`src/rtl/rom_arbiter.sv`:
```
// Two-port round-robin arbiter in front of a single ROM: grant a port, give the ROM
// one sampling cycle, then capture its data/error and pulse that port's ack.
module rom_arbiter #(
  parameter int unsigned AW    = 4,
  parameter int unsigned EXTRA = 4
) (
  input  logic                        clk,
  input  logic                        reset,
  input  logic                        a_req,
  input  logic                        b_req,
  input  logic [AW:0]                 a_addr,
  input  logic [AW:0]                 b_addr,
  input  logic [EXTRA-1:0]            a_extra,
  input  logic [EXTRA-1:0]            b_extra,
  input  logic [AW:0]                 a_lower,
  input  logic [AW:0]                 a_upper,
  input  logic [AW:0]                 b_lower,
  input  logic [AW:0]                 b_upper,
  output logic                        a_ack,
  output logic                        b_ack,
  output logic [(2**EXTRA)*8-1:0]     a_data,
  output logic [(2**EXTRA)*8-1:0]     b_data,
  output logic                        a_error,
  output logic                        b_error,
  output logic [AW:0]                 mem_addr,
  output logic [EXTRA-1:0]            mem_extra,
  output logic [AW:0]                 mem_lower_bound,
  output logic [AW:0]                 mem_upper_bound,
  input  logic [(2**EXTRA)*8-1:0]     mem_data,
  input  logic                        mem_error,
  output logic                        busy,
  output logic                        owner
);

  typedef enum logic [1:0] {
    IDLE = 2'd0,
    READ = 2'd1,
    RESP = 2'd2
  } state_t;

  state_t state;
  state_t state_next;
  logic   cand_a;
  logic   cand_b;
  logic   grant;
  logic   grant_b;
  logic   capture;

  always_ff @(posedge clk or posedge reset) begin
    if (reset) begin
      state <= IDLE;
    end else begin
      state <= state_next;
    end
  end

  // Grants happen from IDLE or straight out of RESP; in RESP the owner is masked
  // so a req still held during its own completion does not earn a second access.
  always_comb begin
    state_next = state;
    cand_a     = 1'b0;
    cand_b     = 1'b0;
    capture    = 1'b0;
    grant      = 1'b0;
    grant_b    = 1'b0;
    case (state)
      IDLE: begin
        cand_a = a_req;
        cand_b = b_req;
      end
      READ: begin
        state_next = RESP;
      end
      RESP: begin
        capture    = 1'b1;
        cand_a     = a_req & owner;
        cand_b     = b_req & ~owner;
        state_next = IDLE;
      end
      default: begin
        state_next = IDLE;
      end
    endcase
    grant   = cand_a | cand_b;
    grant_b = cand_b & (~cand_a | ~owner);
    if (grant) begin
      state_next = READ;
    end
  end

  // Request path: latch the granted port's fields onto the ROM, hold otherwise.
  always_ff @(posedge clk or posedge reset) begin
    if (reset) begin
      owner           <= 1'b1;
      busy            <= 1'b0;
      mem_addr        <= '0;
      mem_extra       <= '0;
      mem_lower_bound <= '0;
      mem_upper_bound <= '0;
    end else begin
      busy <= (state_next != IDLE);
      if (grant) begin
        owner           <= grant_b;
        mem_addr        <= grant_b ? b_addr  : a_addr;
        mem_extra       <= grant_b ? b_extra : a_extra;
        mem_lower_bound <= grant_b ? b_lower : a_lower;
        mem_upper_bound <= grant_b ? b_upper : a_upper;
      end
    end
  end

  // Response path: only the owner's ack/data/error change on a capture.
  always_ff @(posedge clk or posedge reset) begin
    if (reset) begin
      a_ack   <= 1'b0;
      b_ack   <= 1'b0;
      a_data  <= '0;
      b_data  <= '0;
      a_error <= 1'b0;
      b_error <= 1'b0;
    end else begin
      a_ack <= capture & ~owner;
      b_ack <= capture & owner;
      if (capture && !owner) begin
        a_data  <= mem_data;
        a_error <= mem_error;
      end
      if (capture && owner) begin
        b_data  <= mem_data;
        b_error <= mem_error;
      end
    end
  end

endmodule

```
`config.mk`:
```
export PLATFORM = sky130hd
export DESIGN_NAME = rom_arbiter
export DESIGN_NICKNAME = d
export VERILOG_FILES = /design/src/rtl/rom_arbiter.sv
export SDC_FILE = /design/constraint.sdc
export NUM_CORES = 1
export LEC_CHECK = 0
export CAP_MARGIN = 10
export CORE_AREA = 2 2 176 178
export CTS_CLUSTER_DIAMETER = 80
export DETAILED_ROUTE_END_ITERATION = 12
export DIE_AREA = 0 0 178 180
export GPL_ROUTABILITY_DRIVEN = 0
export PLACE_DENSITY = 0.66
export SYNTH_ARGS = -nofsm -noshare
export SYNTH_HDL_FRONTEND = slang
export SYNTH_SLANG_ARGS = --single-unit
```
`constraint.sdc`:
```
create_clock -name clk -period 15.3 [get_ports clk]
set_input_delay 4.59 -clock clk [delete_from_list [all_inputs] [get_ports clk]]
set_output_delay 4.59 -clock clk [all_outputs]
set_load 0.02 [all_outputs]
```
# Word level (Yosys, flattened, before mapping)
# Index checks and enable logic that the tools add are counted.
# word_totals
regBits	283
out_inout_bits	281
inputBits	171
word_cells	38
# classes
muxes	9
n_eq_ne	2
reduce_logical	5
bitwise_logic	9
# ops
op	n
$mux W5	3
$and A1 B1 Y1	5
$mux W4	1
$pmux W1 S2	2
$pmux W2 S2	1
$eq A2 B1 Y1 const B	1
$eq A2 B2 Y1 const B	1
$logic_and A1 B1 Y1	2
$logic_not A2 Y1	1
$mux W2	1
$not A1 Y1	2
$or A1 B1 Y1	2
$reduce_bool A2 Y1	1
$logic_not A1 Y1	1
$mux W1	1

# Logic depth before layout (Yosys ltp)
# depth
word_depth	6
mapped_depth	6
ltp_nobuf	4

# Least setup slack after synthesis
# Ideal clock, no wire load.
# synth_path
path_type	input-to-reg
from	input b_req
to	register mem_addr[4]
t_required_ns	15.174
t_arrival_ns	5.395
path_buffers	2
path_slack_ns	9.779
cell_stages	5
cell_sequence	nor2_1 o211a_1 buf_2 buf_2 a221o_1
# synth_via
elab_chain_len	4
# synth_rtl
item	line_no	text
from (decl)	10	input logic b_req,
$and A1 B1 Y1	77	cand_b = b_req & ~owner;
$pmux W1 S2 *	66	case (state)
$and A1 B1 Y1	85	grant_b = cand_b & (~cand_a | ~owner);
$mux W5	104	mem_addr <= grant_b ? b_addr : a_addr;
to (signal assigned)	104	
to (decl)	25	output logic [AW:0] mem_addr,
# Every way passes the cells marked *; elsewhere a longest branch is shown, timed or not.
# A chain may end at the register's enable or synchronous reset.

# Worst setup path in the final report
# layout_path
from	register owner
to	output owner
# layout_lines
item	line_no	text
from (decl)	32	output logic owner
from (signal assigned)	103	owner <= grant_b;
# No word-level cell between the ends.

==> metrics.csv <==
metric;value;unit
clk_latency;0.55;ns
grtUsageMet2;0.321;
die_w;178;um
cap_violations;0;
area.growth.synth_to_final;54.4;%
ys_async_sr_fraction;1.00;
clkTransAtPathRegs;0.06;ns
power_density;243;nW/um^2
fmax;0.153;GHz
grt_pass1_wl;45.4;mm
nets;1256;
required;10.71;ns
hold_class;flip-flop to flip-flop;
synth_area;10700;um^2
clk_path_buf_depth;3;
avgSynthCellArea;16.9;um^2
maxSlewHeadroom;0.269;
placedCellCount;1448;
track_usage;0.182;
boundaryPins;452;
busiest_layer;met2;
path_buf_inv;1;
ys_warn_count;0;
root_buffer;clkbuf_16;
grt_max_degree;130;
min_period;6.53;ns
hold_ws;0.482;ns
rsz0062_at_grt;no;
dp_hpwl;21.4;mm
critPathKind;flip-flop to output pin;
drc;0;
crit_family;buffers and inverters;
cp.arrival;1.94;ns
drv_slew;0;
port-buffer-count;451;
most-common-layout-cells;clkdlybuf4s50_1 (451), dfrtp_1 (282), mux2_2 (144);
ys_seq_elements;283;
grt_pass1_vias;7743;
slowest_stage;clkdlybuf4s50_1;
drt-initial-drc-count;251;
via_per_inst;4.70;
cts_resized;0;
routed_wl;29.9;mm
syn_nets;803;
crit_path_end_kind;output pin;
skew;0.0127;ns
use_met3;0.0819;
final_common_cell;clkdlybuf4s50_1;
final_cells;1506;
p_leak;6.92;nW
antenna_found_initial;1;
ant_nets;0;
drt_pass1_iterations;4;
setup_tns;0;ns
clock_sinks;283;
rows;64;
cts_buffers;31;
status;complete, no violations;
synthFlopType;dfrtp_1;
setup_violations;0;
path_cells;clkdlybuf4s50_1;
worst_pin_slew;1.09;ns
wl_per_cell;19.9;um
hold_violations;0;
path_max_fanout;9;
ys_seq_area_frac;0.664;
synth_edf_count;0;
fp.coreArea;30200;um^2
final.period_utilization;0.427;
overflow;0;
netlist-cell-type-count;23;
cts-htree-levels;1;
cp_slowest_stage_delay;0.71;ns
ir_drop;131;uV
drive_gt1_frac;0.181;
hold_buffers;0;
cts_tree;done;
syn_inst;632;
cp-start-kind;flip-flop;
initial_core_util;0.354;
die_area;32000;um^2
die_height;180;um
vias;7076;
use_met1;0.197;
cts_setup_buffers;0;
==> cell families after synthesis <==
group / count (synthesis) / synth area share
muxes: 258 / 0.272
AOI/OAI and AO/OA: 25 / 0.0218
and+or+nand+nor: 26 / 0.0155
DFF: 283 / 0.664
buffers and inverters: 40 / 0.0268
==> per-stage QoR <==
stage	setup slack [ns]	utilization	total power, mW	instance area (um^2)
final	8.77	0.546	4.00	16500
after detailed placement	8.34	0.513	3.30	15500
after floorplan	2.90	-	2.31	10700
after global placement	8.35	0.513	3.27	15500
after CTS	8.74	0.546	4.05	16500
after global routing	8.70	0.546	4.21	16500
==> Yosys cell counts (2+ instances only) <==
master,number,area share
buf_2,16,0.0075
and3_1,19,0.011
inv_2,2,0.00070
mux2_1,114,0.12
clkbuf_1,3,0.0011
buf_4,3,0.0021
mux2_2,144,0.15
inv_1,2,0.00070
nor2_1,3,0.0011
buf_6,14,0.015
a221o_1,19,0.018
dfrtp_1,282,0.66
==> worst paths after layout <==
path	from	end	slack, ns	depth (start not counted)
max	owner	owner	8.77	1
min	a_data[74]	a_data[74]	0.48	1
max reg2reg	owner	b_data[109]	12.76	3
min reg2reg	a_data[74]	a_data[74]	0.48	1
max in group asynchronous	reset	a_data[6]	9.05	3
min in group asynchronous	reset	b_data[47]	4.64	2
==> layout make-up <==
class / count / area, um^2
diodes: 1 / 2.50
clock buffers: 49 / 903
clock inverters: 8 / 100
fillers: 2620 / 13700
inverters: 4 / 22.5
multi-input cells: 309 / 3320
flip-flops and latches: 283 / 7080
well taps: 396 / 495
repair buffers: 456 / 4550
==> where the power goes <==
group | switching [mW] | internal (mW)
combinational | 0.928 | 0.999
sequential | 0.202 | 1.14
clock | 0.297 | 0.437
total | 1.43 | 2.57
==> registers in the layout, indices dropped and copies added (netlist names), 2 cells and up <==
signal,cells
a_data,128
b_data,128
mem_addr,5
mem_lower_bound,5
mem_upper_bound,5
mem_extra,4
state,2
==> layer usage <==
layer | up-vias | share of wire | wire [um]
met5 | - | 0 | 0
met4 | 0 | 0.027 | 820
met3 | 48 | 0.12 | 3580
met2 | 324 | 0.50 | 14900
met1 | 3524 | 0.36 | 10700
li1 | 3180 | - | -
(Power assumes the default switching activity.)
